<file path="src/rtl/alu_sequencer.sv">
// rtl/alu_sequencer.sv - Single-issue sequencer feeding an external ALU from an 8x8 register file
module alu_sequencer #(
    parameter int TIMEOUT = 15
) (
    input  logic        clk,
    input  logic        reset,
    input  logic        instr_valid,
    input  logic [14:0] instr,
    output logic        instr_ready,
    input  logic        wr_en,
    input  logic [2:0]  wr_addr,
    input  logic [7:0]  wr_data,
    input  logic [2:0]  rd_addr,
    output logic [7:0]  rd_data,
    output logic [7:0]  alu_a,
    output logic [7:0]  alu_b,
    output logic [5:0]  alu_op,
    output logic        alu_start,
    input  logic [15:0] alu_result,
    input  logic        alu_done,
    output logic        wb_valid,
    output logic [2:0]  wb_addr,
    output logic [15:0] wb_data,
    output logic [1:0]  flags,
    output logic [1:0]  err
);

    localparam logic [2:0] S_IDLE  = 3'd0;
    localparam logic [2:0] S_FETCH = 3'd1;
    localparam logic [2:0] S_ISSUE = 3'd2;
    localparam logic [2:0] S_WAIT  = 3'd3;
    localparam logic [2:0] S_WB    = 3'd4;

    // Wait counter only has to reach TIMEOUT-1; keep at least one bit.
    localparam int CW = (TIMEOUT < 2) ? 1 : $clog2(TIMEOUT);

    logic [2:0]    state;
    logic [14:0]   instr_q;
    logic [CW-1:0] wait_cnt;
    logic [7:0]    regs [0:7];

    logic [5:0] op_q;
    logic [2:0] rd_q;
    logic [2:0] rs1_q;
    logic [2:0] rs2_q;

    assign op_q  = instr_q[14:9];
    assign rd_q  = instr_q[8:6];
    assign rs1_q = instr_q[5:3];
    assign rs2_q = instr_q[2:0];

    // Handshake and pulses decode straight from state so an async reset drops them immediately.
    always_comb begin
        instr_ready = (state == S_IDLE) && !reset;
        alu_start   = (state == S_ISSUE);
        wb_valid    = (state == S_WB);
        rd_data     = regs[rd_addr];
    end

    // Control FSM: fetch operands, issue to the ALU, wait with timeout, write back.
    always_ff @(posedge clk or posedge reset) begin
        if (reset) begin
            state    <= S_IDLE;
            instr_q  <= '0;
            alu_a    <= '0;
            alu_b    <= '0;
            alu_op   <= '0;
            wait_cnt <= '0;
            wb_addr  <= '0;
            wb_data  <= '0;
            flags    <= '0;
            err      <= '0;
        end else begin
            case (state)
                S_IDLE: begin
                    if (instr_valid) begin
                        instr_q <= instr;
                        state   <= S_FETCH;
                    end
                end
                S_FETCH: begin
                    if (op_q > 6'd8) begin
                        err[0] <= 1'b1;
                        state  <= S_IDLE;
                    end else begin
                        // Nonblocking reads see the register file before any same-edge write.
                        alu_a  <= regs[rs1_q];
                        alu_b  <= regs[rs2_q];
                        alu_op <= op_q;
                        state  <= S_ISSUE;
                    end
                end
                S_ISSUE: begin
                    wait_cnt <= '0;
                    state    <= S_WAIT;
                end
                S_WAIT: begin
                    if (alu_done) begin
                        wb_data <= alu_result;
                        wb_addr <= rd_q;
                        state   <= S_WB;
                    end else if (wait_cnt == CW'(TIMEOUT - 1)) begin
                        err[1] <= 1'b1;
                        state  <= S_IDLE;
                    end else begin
                        wait_cnt <= wait_cnt + CW'(1);
                    end
                end
                S_WB: begin
                    flags <= {(|wb_data[15:8]), ~(|wb_data)};
                    state <= S_IDLE;
                end
                default: state <= S_IDLE;
            endcase
        end
    end

    // Register file: external preload in any state; writeback is ordered last so it wins a same-address collision.
    always_ff @(posedge clk or posedge reset) begin
        if (reset) begin
            for (int i = 0; i < 8; i++) begin
                regs[i] <= '0;
            end
        end else begin
            if (wr_en) begin
                regs[wr_addr] <= wr_data;
            end
            if (state == S_WB) begin
                regs[wb_addr] <= wb_data[7:0];
            end
        end
    end

endmodule

</file>
<file path="config.mk">
export PLATFORM = sky130hd
export DESIGN_NAME = alu_sequencer
export DESIGN_NICKNAME = d
export VERILOG_FILES = /design/src/rtl/alu_sequencer.sv
export SDC_FILE = /design/constraint.sdc
export NUM_CORES = 1
export LEC_CHECK = 0
export BUFFER_PORTS_ARGS = -buffer_cell sky130_fd_sc_hd__buf_2
export CORE_ASPECT_RATIO = 0.5
export CORE_MARGIN = 10
export CORE_UTILIZATION = 35
export DETAILED_ROUTE_END_ITERATION = 10
export PLACE_DENSITY = 0.62
export SETUP_SLACK_MARGIN = 0.4
export SLEW_MARGIN = 20
export SYNTH_ARGS = -nofsm -noshare
export SYNTH_HDL_FRONTEND = slang
export SYNTH_SLANG_ARGS = --single-unit
export TNS_END_PERCENT = 20
</file>
<file path="constraint.sdc">
create_clock -name clk -period 4.2 [get_ports clk]
set_input_delay 0.42 -clock clk [delete_from_list [all_inputs] [get_ports clk]]
set_output_delay 0.42 -clock clk [all_outputs]
set_load 0.1 [all_outputs]
</file>
# Yosys cells after proc, flatten, opt, wreduce, memory -nomap -nowiden
# Cells that the tools add are included.
dict set report word_totals {
  reg_bits 131
  output_inout_bits 56
  word_cells 85
  in_bits 50
}
dict set report op_classes {
  magnitude_cmp 8
  n_addsub 1
  n_mux 25
  n_eq_ne 9
  n_reduce_logical 15
  bitwise_logic 8
}
# cell count
set ops {}
lappend ops {{$bwmux 64} 2}
lappend ops {{$mux 64} 2}
lappend ops {{$bmux 8 s3} 3}
lappend ops {{$mux 8} 8}
lappend ops {{$demux 8 s3} 2}
lappend ops {{$ge 4x4->1 const B} 5}
lappend ops {{$not 3->4} 5}
lappend ops {{$reduce_or 16->1} 1}
lappend ops {{$pmux 3 s4} 1}
lappend ops {{$reduce_and 2->1} 5}
lappend ops {{$mux 3} 3}
lappend ops {{$lt 4x1->1 const B} 2}
lappend ops {{$mux 4} 2}
lappend ops {{$pmux 4 s2} 1}
lappend ops {{$reduce_or 8->1} 1}
lappend ops {{$eq 3x2->1 const B} 2}
lappend ops {{$gt 6x4->1 const B} 1}
lappend ops {{$ne 2x2->1 const B} 3}
lappend ops {{$reduce_and 3->1} 2}
lappend ops {{$add 4x1->4 const B} 1}
lappend ops {{$eq 4x4->1 const B} 1}
lappend ops {{$eq 3x1->1 const B} 1}
lappend ops {{$eq 3x3->1 const B} 1}
lappend ops {{$logic_and 1x1->1} 3}
lappend ops {{6 further kinds} 8}

# Logic depth before layout (Yosys ltp)
# Gate-level depths: netlist of the first run.
dict set report logic_depth {
  ltp_word 9
  depth_mapped 5
  depth_no_buf 5
}

# Worst setup path before layout of the first run
# OpenSTA, ideal clock, no wires.
dict set report synth_path {
  kind {reg-to-output}
  start {reg state[0]}
  end {out instr_ready}
  n_path_buf 1
  required_time_ns 3.780
  path_stages_with_launch 3
  slack_ns 0.248
  arrival_time_ns 3.532
  cell_sequence {dfrtp_1 -> buf_2 -> nor4_1}
}
dict set report synth_between {
  elab_chain_cells 2
}
# element line_no
set synth_lines {}
lappend synth_lines {{start: declaration} 37} ;# logic [2:0] state;
lappend synth_lines {{start signal: assignment} 63} ;# state <= S_IDLE;
lappend synth_lines {{start signal: assignment} 78} ;# state <= S_FETCH;
lappend synth_lines {{start signal: assignment} 84} ;# state <= S_IDLE;
lappend synth_lines {{$logic_not 3->1} 54} ;# instr_ready = (state == S_IDLE) && !reset;
lappend synth_lines {{$logic_and 1x1->1} 54}
lappend synth_lines {{end: declaration} 9} ;# output logic instr_ready,
# No other way between the ends.

# Worst setup path in the final report of the first run
dict set report layout_path {
  start {reg state[2]}
  end {out wb_valid}
}
dict set report layout_between {
  elab_chain_cells 1
}
# element line_no
set layout_lines {}
lappend layout_lines {{$eq 3x3->1} 56} ;# wb_valid = (state == S_WB);
lappend layout_lines {{end: declaration} 21} ;# output logic wb_valid,
# No other way between the ends.

==> summary.md, run 1 <==
| Metric | Value |
|---|---|
| Status | `completed` |
| Fraction of layout cells with a size suffix above 1 | `a little under two thirds` |
| Hold Path Class | `in -> async` |
| Share of the synthesized area in the top cell type | `between 40% and 50%` |
| RSZ-0062 raised after global routing | `no` |
| Clk sinks | `~130` |
| Yosys reg bits | `131` |
| Clk Latency, worst-skew pair | `about 0.42 ns` |
| Vias in the first global route | `around 5000` |
| Asr flop ratio synth | `between 90% and 100%` |
| Relative slew slack | `a little over 30%` |
| Syn avg cell area | `roughly 15 um^2` |
| CP arrival | `2.10 ns` |
| Via/cell ratio | `around 5.4` |
| Largest cells by area after synthesis | `dfrtp_1 (44%), mux2_2 (31%), mux4_2 (9.6%), mux4_1 (5.6%), buf_2 (0.87%)` |
| Synth cell count leaders | `mux2_2 (206), dfrtp_1 (131), mux4_2 (32)` |
| GRT Total Usage | `14.6%` |
| Initial antenna violation count | `0` |
| Cell Pwr Density | `about 900 nW/um^2` |
| Max Clock Skew | `about 0.0093 ns` |
| Multi-input logic area | `3960 um^2` |
| Fmax | `between 0.3 and 0.4 GHz` |
| Area Overhead vs Synth | `17.5%` |
| Largest area contributor in the netlist | `dfrtp_1` |
| Most frequent cell after synthesis | `mux2_2` |
| Crit end category | `output port` |
| EDFF count, synth | `0` |
| # rows | `37` |
| Total CTS buffers | `17` |
| Initial Utilization | `about 36%` |
| DR vias | `about 4800` |
| LEAKAGE | `3.78 nW` |
| CP required | `3.78 ns` |
| Max Cap Violations | `0` |
| Largest net degree at the start of global routing | `132` |
| Remaining Overflow, GRT | `0` |
| Fillers | `roughly 1900` |
| Syn. warnings | `0` |
| Period Utilization, post-route | `between 50% and 60%` |
| I/O Pins | `~110` |
| Critical path type | `reg -> out` |
| DR pass1 iterations | `4` |
| Mapped Cells | `around 500` |
| Routed Antenna Nets | `0` |
| CP startpoint kind | `register` |
| Setup violators final | `0` |
| Die area | `between 20000 and 30000 um^2` |
| Hold slack | `about 0.19 ns` |
| Chip width | `roughly 230 um` |
| Die Height | `roughly 120 um` |
| Final Max Tran Viols | `0` |
| Post-detail-place hpwl | `13400 um` |
| DRT Wirelength | `around 20000 um` |
| Register Area | `between 3000 and 4000 um^2` |
| Initial DRC count | `between 400 and 500` |
| Most used DFF post-synth | `dfrtp_1` |
| Maximum VDD drop | `0.471 mV` |
| Drt wl/cell | `22.7 um` |
| GPL Wtd Cong | `approximately 0.79` |
| Core Region | `approximately 21000 um^2` |
| Final Net Count | `644` |
| Post-route minimum period | `~2.5 ns` |
| Fin. Hold Viols | `0` |
| Register area share after synthesis | `roughly 44%` |
| CP Max Fanout | `13` |
| Setup Buffers After CTS | `0` |
| Number of distinct library cells after synthesis | `43` |
| TritonCTS clock tree | `yes` |
| Worst-Margin Slew | `about 1.0 ns` |
| H-tree levels | `4` |
| PostCTS Resize Cnt | `0` |
| Post-Syn Area | `around 7500 um^2` |
| DRC viols | `0` |
| Clock root buffer master | `clkbuf_16` |
| CTS clk-pin slew, worst paths | `~0.06 ns` |
| Clock Tree Buf Depth | `2` |
| # hold bufs at CTS | `0` |
| Mapped Nets | `554` |
| First-pass GRT wire length | `approximately 31000 um` |
| Sum of negative setup slack | `0 ns` |
| # port buffers | `105` |
==> stage by stage <==
stage                     area, um^2  power, W  cells  utilization, %  setup slack (ns)
after floorplan                 7490   0.00563    502               -              1.44
after global placement          8190   0.00623    846            39.4              1.71
after detailed placement        8190   0.00630    846            39.4              1.70
after CTS                       8790   0.00784    878            42.3              1.67
after global routing            8790   0.00815    878            42.3              1.61
final                           8790   0.00777    879            42.3              1.68
==> cell usage in the layout (no fill, tap or decap), types with 5 or more instances in the layout <==
cell type  instances
nand2_1            9
mux2_2           206
nand3_1            6
clkbuf_16         17
mux4_2            32
mux4_1            16
dfrtp_1          131
inv_1              5
buf_2            105
a21oi_1            5
nand4_1            5
buf_4              5
nor4_1             5
==> critical path, stage by stage (launching register included) <==
cell and delay, ns:
dfrtp_1 0.63, or3b_2 0.51, inv_1 0.08, buf_2 0.43
==> cell families (layout without fill, tap and decap cells) <==
| logic type | count (synthesis) | after routing | share of synthesized area [%] |
|---|---|---|---|
| AOI/OAI and AO/OA | 18 | 18 | 1.54 |
| adders and majority gates | 2 | 2 | 0.334 |
| buffers and inverters | 46 | 149 | 3.50 |
| DFF | 131 | 131 | 43.8 |
| muxes | 255 | 255 | 46.4 |
| other | 0 | 1 | 0 |
| and+or+nand+nor | 50 | 50 | 4.42 |
==> where the power goes <==
group | internal [W] | switching [W] | leakage [nW]
logic | 0.00144 | 0.00229 | 1.91
clock network | 0.000947 | 0.000574 | 0.289
registers | 0.00176 | 0.000759 | 1.58
==> final cells by class <==
class                      count  share of cell area (%)
multi-input combinational    325                    45.0
sequential                   131                    37.3
timing repair buffer         111                    6.63
clock buffer                  19                    5.04
tap                          273                    3.89
clock inverter                13                    1.81
inverter                       6                   0.299
antenna                        1                  0.0285
==> flip-flops by register name, indices dropped and copies added (netlist names) <==
name      count
regs         64
wb_data      16
instr_q      15
alu_a         8
alu_b         8
alu_op        6
wait_cnt      4
state         3
wb_addr       3
err           2
flags         2
==> final timing paths <==
path / start / end / slack [ns] / cells past startpoint
worst max-delay path: state[2] / wb_valid / 1.68 / 3
worst min-delay path: reset / err[0] / 0.19 / 3
worst max register to register: instr_q[0] / alu_b[5] / 1.85 / 3
worst min register to register: err[0] / err[0] / 0.46 / 1
max in group asynchronous: reset / regs[22] / 3.41 / 3
min in group clk: instr[6] / instr_q[6] / 0.22 / 2
==> metal layers <==
| metal | part of all wire, % | up-vias | wire [um] | GRT usage, % |
|---|---|---|---|---|
| met5 | 0 | - | 0 | 0 |
| met4 | 2.0 | 0 | 401 | 5.66 |
| met3 | 4.8 | 29 | 953 | 2.95 |
| met2 | 51 | 102 | 10100 | 25.2 |
| met1 | 43 | 2499 | 8490 | 18.0 |
| li1 | - | 2138 | - | - |
Note: power is estimated with default switching activity, not from simulation.
==> run 2: changes to the inputs <==
Settings changed: ABC_AREA from default to 1.
Clock period 4.2 ns to 2.3 ns, I/O delays scaled along.
==> run 2 against run 1 <==
  * Register-to-register slack got worse by 1.2 ns
  * Sequential share of layout area down 2.0 points
  * Highest routed layer unchanged
  * Worst setup slack worse by 1.3 ns
  * Largest cell class unchanged
  * Utilization grew 0.58 points
  * Synthesized cell count grew 130%
  * Non-clock buffer count up 18
==> summary.md, run 2 <==
| Metric | Value |
|---|---|
| CP startpoint kind | `register` |
| Die Height | `125 um (+1.4%)` |
| P_sw | `0.00785 W (+120%)` |
| Post-DP Area | `8610 um^2 (+5.2%)` |
| LEAKAGE | `4.97 nW (+31%)` |
| Number of distinct library cells after synthesis | `32 (-26%)` |
| Wire length on met2 | `12400 um (+23%)` |
| Mapped Nets | `1189 (+110%)` |
| Number of flip-flops in the largest register | `64 (unchanged)` |
| Relative slew slack | `59.0% (+28 points)` |
| Largest area contributor in the netlist | `dfrtp_1` |
| Area share of xor/xnor cells in the synthesized design | `0% (unchanged)` |
| Worst-Margin Slew | `0.614 ns (-0.424 ns)` |
| Via/cell ratio | `5.02 (-7.4%)` |
| Area Overhead vs Synth | `20.1%` |
| DRC viols | `0 (unchanged)` |
| Most frequent cell after synthesis | `nand2_1` |
| Hold depth | `3` |
| Most used DFF post-synth | `dfrtp_1` |
| Largest family of logic cells by synthesized area | `simple AND/OR/NAND/NOR gates` |
| Period Utilization, post-route | `between 80 and 90%` |
| Clk Latency, worst-skew pair | `0.42 ns (about the same)` |
| Final Net Count | `1281 (+99%)` |
| Critical path type | `reg -> out` |
| Sequential power share | `26.1% (-6.3 points)` |
| # rows | `38 (+2.7%)` |
| Clk sinks | `131 (unchanged)` |
| Commonest non-fill, non-tap cell in the layout | `nand2_1` |
| CP arrival | `1.67 ns (-0.43 ns)` |
| Status | `completed` |
| Core Region | `21700 um^2 (+4.3%)` |
| Post-Synth Adder-Cell Area | `0.323% (-0.011 points)` |
| Post-synthesis simple-gate area fraction | `31.9% (+28 points)` |
| Share of the synthesized area in the top cell type | `42.4% (-1.4 points)` |
| Top flop regs | `regs (64), wb_data (16), instr_q (15)` |
| Compound-cell area share of the yosys netlist | `15.2% (+14 points)` |
| Register area share after synthesis | `42.4% (-1.4 points)` |
| P_int | `0.00661 W (+60%)` |
| Sw Share | `54.3% (+7.6 points)` |
| RR Endpoint | `alu_b[3]` |
| Clock Tree Buf Depth | `2 (unchanged)` |
| TritonCTS clock tree | `yes` |
| Largest Register | `regs` |
| # port buffers | `105 (unchanged)` |
| Combinational Power Share | `53.9% (+5.9 points)` |
| H-tree levels | `4 (unchanged)` |
| Cell Pwr Density | `1560 nW/um^2 (+76%)` |
| Initial DRC count | `671 (+65%)` |
| Mapped Cells | `1137 (+130%)` |
| Initial Utilization | `35.7% (-0.31 points)` |
| I/O Pins | `106 (unchanged)` |
| Routed Antenna Nets | `0 (unchanged)` |
| DRT Wirelength | `28200 um (+42%)` |
| Max Cap Violations | `0 (unchanged)` |
| Die area | `28800 um^2 (+3.0%)` |
| Hold Path Class | `in -> reg` |
| Sink of the worst hold path | `wb_data[12]` |
| Syn avg cell area | `6.80 um^2 (-54%)` |
| Sum of negative setup slack | `0 ns (unchanged)` |
| DR pass1 iterations | `5 (+1)` |
| Yosys reg bits | `131 (unchanged)` |
| Post-route minimum period | `between 1.5 and 2 ns` |
| Fraction of layout cells with a size suffix above 1 | `15.8% (-48 points)` |
| EDFF count, synth | `0 (unchanged)` |
| Fin. Hold Viols | `0 (unchanged)` |
| Fin area | `9290 um^2 (+5.7%)` |
| Multiplexer share of the synthesized area | `0.291% (-46 points)` |
| R2R cell count | `7 (+4)` |
| CTS clk-pin slew, worst paths | `0.06 ns (about the same)` |
| CP Max Fanout | `3 (-10)` |
| First-pass GRT wire length | `43600 um (+42%)` |
| RSZ-0062 raised after global routing | `yes` |
| GRT Total Usage | `19.3% (+4.7 points)` |
| Metal3 WL | `2000 um (+110%)` |
| Max Clock Skew | `0.00932 ns (+0.0000573 ns)` |
| Chip width | `230 um (+1.5%)` |
| Maximum VDD drop | `1.34 mV (+180%)` |
| Max Used Layer | `met4` |
| Reg2reg start | `instr_q[1]` |
| Clock root buffer master | `clkbuf_16` |
| Synth cell count leaders | `nand2_1 (452), o21ai_0 (147), dfrtp_1 (131)` |
| Largest net degree at the start of global routing | `54 (-59%)` |
| Most frequent cells in the layout | `nand2_1 (452), o21ai_0 (147), dfrtp_1 (131)` |
| Remaining Overflow, GRT | `0 (unchanged)` |
| Asr flop ratio synth | `100% (unchanged)` |
| DR vias | `7745 (+62%)` |
| Initial antenna violation count | `0 (unchanged)` |
| Post-detail-place hpwl | `20800 um (+56%)` |
| Syn. warnings | `0 (unchanged)` |
| Hold path startpoint | `alu_result[12]` |
| Drt wl/cell | `18.3 um (-19%)` |
| Internal reg-to-reg setup slack | `0.66 ns (-1.19 ns)` |
| Setup violators final | `0 (unchanged)` |
| Final Util | `42.9% (+0.58 points)` |
| Largest cells by area after synthesis | `dfrtp_1 (42%), nand2_1 (22%), o21ai_0 (9.5%), nand3_1 (5.5%), inv_1 (5.4%)` |
| Ant diodes | `0 (-1)` |
| Total CTS buffers | `17 (unchanged)` |
| Clk pwr share | `20.0% (+0.4 points)` |
| Post-Syn Area | `7740 um^2 (+3.4%)` |
| Post-Route M1 WL | `13300 um (+56%)` |
| Crit end category | `output port` |
| Fmax | `~0.53 GHz` |
| GPL Wtd Cong | `0.990 (+25%)` |
| Final Max Tran Viols | `0 (unchanged)` |
| CP required | `2.07 ns (-1.71 ns)` |
| Vias in the first global route | `7284 (+45%)` |
run 2: cell types whose count changed after synthesis, sizes merged, moves of 32 or more:
cell | previous run | this run
nor2 | 3 | 35
o21ai | 3 | 179
mux4 | 48 | 0
a21oi | 5 | 45
nand3 | 6 | 88
nand2 | 9 | 462
inv | 6 | 115
mux2 | 206 | 2
run 2: how the worst max path moves through the flow:
stage          startpoint           to  slack (ns)  cells past startpoint
2_1_floorplan    state[1]  instr_ready       -1.29                      1
3_3_place_gp   rd_addr[1]   rd_data[4]        0.63                      7
3_5_place_dp   rd_addr[1]   rd_data[6]        0.66                      7
4_1_cts          state[1]     wb_valid        0.37                      4
5_1_grt          regs[49]   rd_data[1]        0.33                      6
6_report         regs[13]   rd_data[5]        0.40                      6
run 2: logic make-up after synthesis:
kind of cell | after synthesis
DFF | 131
and+or+nand+nor | 599
muxes | 2
adders and majority gates | 2
AOI/OAI and AO/OA | 228
buffers and inverters | 175
run 2: per-layer routing:
metal | vias up | global-route usage (%)
li1 | 3789 | -
met1 | 3647 | 27.5
met3 | 39 | 4.02
met5 | - | 0
met2 | 270 | 28.6
met4 | 0 | 6.15
run 2: worst max-delay path: stages (launching register included):
cell and delay (ns):
dfrtp_1 0.38, inv_1 0.21, a21oi_1 0.09, o21ai_0 0.10, nand3_1 0.10, and2_1 0.19
buf_12 0.18
run 2: cell type report:
type	instances	area [um^2]
multi-input combinational	831	3690
inverter	119	450
clock buffer	19	443
timing repair buffer	129	878
tap	300	375
clock inverter	13	173
sequential	131	3280
fill	2287	12400
run 2: through the flow:
step | total power, W | hold WS (ns) | cells | worst slack (ns)
after floorplan | 0.00939 | 0.340 | 1137 | -1.29
after global placement | 0.0114 | 0.312 | 1504 | 0.626
after detailed placement | 0.0115 | 0.316 | 1504 | 0.664
after CTS | 0.0144 | 0.00215 | 1540 | 0.374
after global routing | 0.0153 | 0.0103 | 1542 | 0.326
final | 0.0145 | 0.0105 | 1542 | 0.397
run 2: power groups by stage:
| stage | logic (W) | registers, W | clock network (W) |
|---|---|---|---|
| 6_report | 0.00780 | 0.00377 | 0.00290 |
| 5_1_grt | 0.00842 | 0.00386 | 0.00304 |
| 4_1_cts | 0.00775 | 0.00375 | 0.00292 |
| 3_5_place_dp | 0.00772 | 0.00378 | 0 |
| 3_3_place_gp | 0.00767 | 0.00375 | 0 |
| 2_1_floorplan | 0.00353 | 0.00587 | 0 |
run 2: repair_timing:
item,CTS,global route
gates cloned,0,0
gates resized for setup,1,9
hold buffers,4,0
setup buffers,0,2
endpoints found under the setup margin,3,10
endpoints found under the hold margin,23,0
==> run 3: changes to the inputs <==
Settings changed: PLACE_DENSITY 0.62 to 0.6.
Clock period 2.3 ns to 1.9 ns, I/O delays scaled along.
==> run 3 against run 2 <==
  * Combinational power up 31%
  * Clock-buffer cell count unchanged
  * Routed wire length up 0.90%
  * Die area unchanged
  * Final cell count up 4.7%
  * Design area up 8.9%
  * Worst hold slack better by 0.012 ns
  * Register-to-register slack worse by 0.37 ns
  * Critical endpoint is now rd_data[0]
==> summary.md, run 3 (synthesized netlist as in run 2, its figures left out) <==
| Metric | Value |
|---|---|
| Max Clock Skew | `0.0103 ns (+0.000950 ns)` |
| Setup violators final | `0 (unchanged)` |
| CP startpoint kind | `register` |
| DR vias | `8071 (+4.2%)` |
| Critical Path Source | `regs[56]` |
| CP Max Fanout | `3 (unchanged)` |
| Initial Utilization | `35.7% (unchanged)` |
| Setup ws final | `0.0711 ns (-0.326 ns)` |
| Core Region | `21700 um^2 (unchanged)` |
| Cell Pwr Density | `1800 nW/um^2 (+16%)` |
| # rows | `38 (unchanged)` |
| Status | `completed` |
| Maximum VDD drop | `1.83 mV (+37%)` |
| Chip width | `230 um (unchanged)` |
| Most frequent cells in the layout | `nand2_1 (451), o21ai_0 (130), dfrtp_1 (128)` |
| Register Area | `3280 um^2 (+0.11%)` |
| TritonCTS clock tree | `yes` |
| Post-route minimum period | `approximately 1.8 ns` |
| Critical path's slowest cell | `dfrtp_1` |
| Initial DRC count | `766 (+14%)` |
| Crit end category | `output port` |
| LEAKAGE | `5.34 nW (+7.5%)` |
| Post-place setup slack | `0.235 ns (-0.429 ns)` |
| RSZ-0062 raised after global routing | `yes` |
| DR pass1 iterations | `6 (+1)` |
| Total CTS buffers | `17 (unchanged)` |
| Largest net degree at the start of global routing | `82 (+52%)` |
| Routed Antenna Nets | `0 (unchanged)` |
| DRC viols | `0 (unchanged)` |
| Remaining Overflow, GRT | `0 (unchanged)` |
| Fillers | `2193 (-4.1%)` |
| CTS clk-pin slew, worst paths | `0.06 ns (about the same)` |
| H-tree levels | `4 (unchanged)` |
| Commonest non-fill, non-tap cell in the layout | `nand2_1` |
| Crit path largest cell delay | `0.45 ns (+0.07 ns)` |
| DRT Wirelength | `28500 um (+0.90%)` |
| Clock root buffer master | `clkbuf_16` |
| Placed cells | `1509 (+0.33%)` |
| Area Overhead vs Synth | `30.8%` |
| Multi-input logic area | `3780 um^2 (+2.4%)` |
| GRT Total Usage | `19.5% (+0.18 points)` |
| Max Cap Violations | `0 (unchanged)` |
| Worst-path cell chain | `o21ai_0 > nand3_1 > and2_4 > buf_12` |
| Hold depth | `3 (unchanged)` |
| Clk Latency, worst-skew pair | `0.44 ns (+0.02 ns)` |
| Top flop regs | `regs (64), wb_data (16), instr_q (15)` |
| I/O Pins | `106 (unchanged)` |
| CP required | `1.71 ns (-0.36 ns)` |
| Clk sinks | `131 (unchanged)` |
| First-pass GRT wire length | `43400 um (-0.32%)` |
| Sum of negative setup slack | `0 ns (unchanged)` |
| Critical path type | `reg -> out` |
| CP arrival | `1.64 ns (-0.03 ns)` |
| Via/cell ratio | `5.00 (-0.50%)` |
| Hold path startpoint | `instr[3]` |
| Relative slew slack | `54.2% (-4.8 points)` |
| Sink of the worst hold path | `instr_q[3]` |
| Post-detail-place hpwl | `20500 um (-1.6%)` |
| Vias in the first global route | `7353 (+0.95%)` |
| Ant diodes | `0 (unchanged)` |
| Die area | `28800 um^2 (unchanged)` |
| Final Net Count | `1355 (+5.8%)` |
| Clock Tree Buf Depth | `2 (unchanged)` |
| Internal reg-to-reg setup slack | `0.29 ns (-0.37 ns)` |
| Largest Register | `regs` |
| # port buffers | `105 (unchanged)` |
| Hold Path Class | `in -> reg` |
| Final Max Tran Viols | `0 (unchanged)` |
| Period Utilization, post-route | `between 90% and 100%` |
| Initial antenna violation count | `0 (unchanged)` |
| Post-route insts no fill | `1615 (+4.7%)` |
| RR Endpoint | `regs[5]` |
| Drt wl/cell | `17.6 um (-3.7%)` |
| Fin. Hold Viols | `0 (unchanged)` |
| Number of flip-flops in the largest register | `64 (unchanged)` |
| Worst-Margin Slew | `0.687 ns (+0.0726 ns)` |
| GPL Wtd Cong | `0.982 (-0.83%)` |
| R2R cell count | `7 (unchanged)` |
| Fmax | `~0.55 GHz` |
| Die Height | `125 um (unchanged)` |
| Fraction of layout cells with a size suffix above 1 | `22.5% (+6.7 points)` |
| Reg2reg start | `state[0]` |
[run 3: cell types whose count changed in the layout (fill, tap and decap cells not counted), sizes merged]
cell	before	now
inv	118	115
clkinv	7	9
buf	124	174
dlygate4sd3	4	28
[run 3: timing repair]
action | CTS | global route
gates resized for setup | 61 | 37
hold endpoints to repair | 108 | 0
endpoints found under the setup margin | 49 | 126
buffers inserted | 27 | 19
cloned | 0 | 1
hold buffers | 28 | 0
pin swaps | 4 | 7
[run 3: per-stage QoR]
| stage | util, % | area [um^2] | power, W | hold WS [ns] |
|---|---|---|---|---|
| 3_3_place_gp | 40.0 | 8670 | 0.0140 | 0.383 |
| 3_5_place_dp | 40.0 | 8670 | 0.0140 | 0.388 |
| 5_1_grt | 46.7 | 10100 | 0.0194 | 0.0335 |
| 4_1_cts | 45.3 | 9820 | 0.0178 | 0.00142 |
| 2_1_floorplan | - | 7750 | 0.0114 | 0.300 |
| 6_report | 46.7 | 10100 | 0.0182 | 0.0221 |
[run 3: area by class of cell]
| type | instances | share of cell area (%) |
|---|---|---|
| inverters | 119 | 4.63 |
| multi-input cells | 831 | 37.4 |
| well taps | 300 | 3.71 |
| flip-flops and latches | 131 | 32.4 |
| clock inverters | 12 | 1.55 |
| repair buffers | 203 | 15.9 |
| clock buffers | 19 | 4.38 |
[run 3: worst max-delay path by stage]
stage / depth (start not counted) / slack, ns / to
after floorplan: 6 / 0.02 / regs[55]
after global placement: 7 / 0.29 / rd_data[2]
after detailed placement: 5 / 0.24 / alu_a[1]
after CTS: 6 / 0.12 / rd_data[4]
after global routing: 7 / 0.07 / rd_data[4]
final: 4 / 0.07 / rd_data[0]
[run 3: worst max-delay path: cells and delay by family, from the launching register on]
| kind | cells | cell delay, ns |
|---|---|---|
| AO/OA/AOI/OAI | 1 | 0.29 |
| flip-flops | 1 | 0.45 |
| buffers and inverters | 1 | 0.16 |
| AND/OR/NAND/NOR | 2 | 0.29 |
[run 3: routing by layer]
metal	routed length, um	track usage [%]	vias to the layer above
met5	0	0	-
met4	839	7.96	0
met3	2120	3.63	55
met2	12400	29.0	317
met1	13200	27.3	3750
li1	-	-	3949
[run 3: power breakdown]
part	internal [W]	switching, W
clock	0.00209	0.00129
combinational	0.00276	0.00747
sequential	0.00377	0.000869
total	0.00862	0.00963
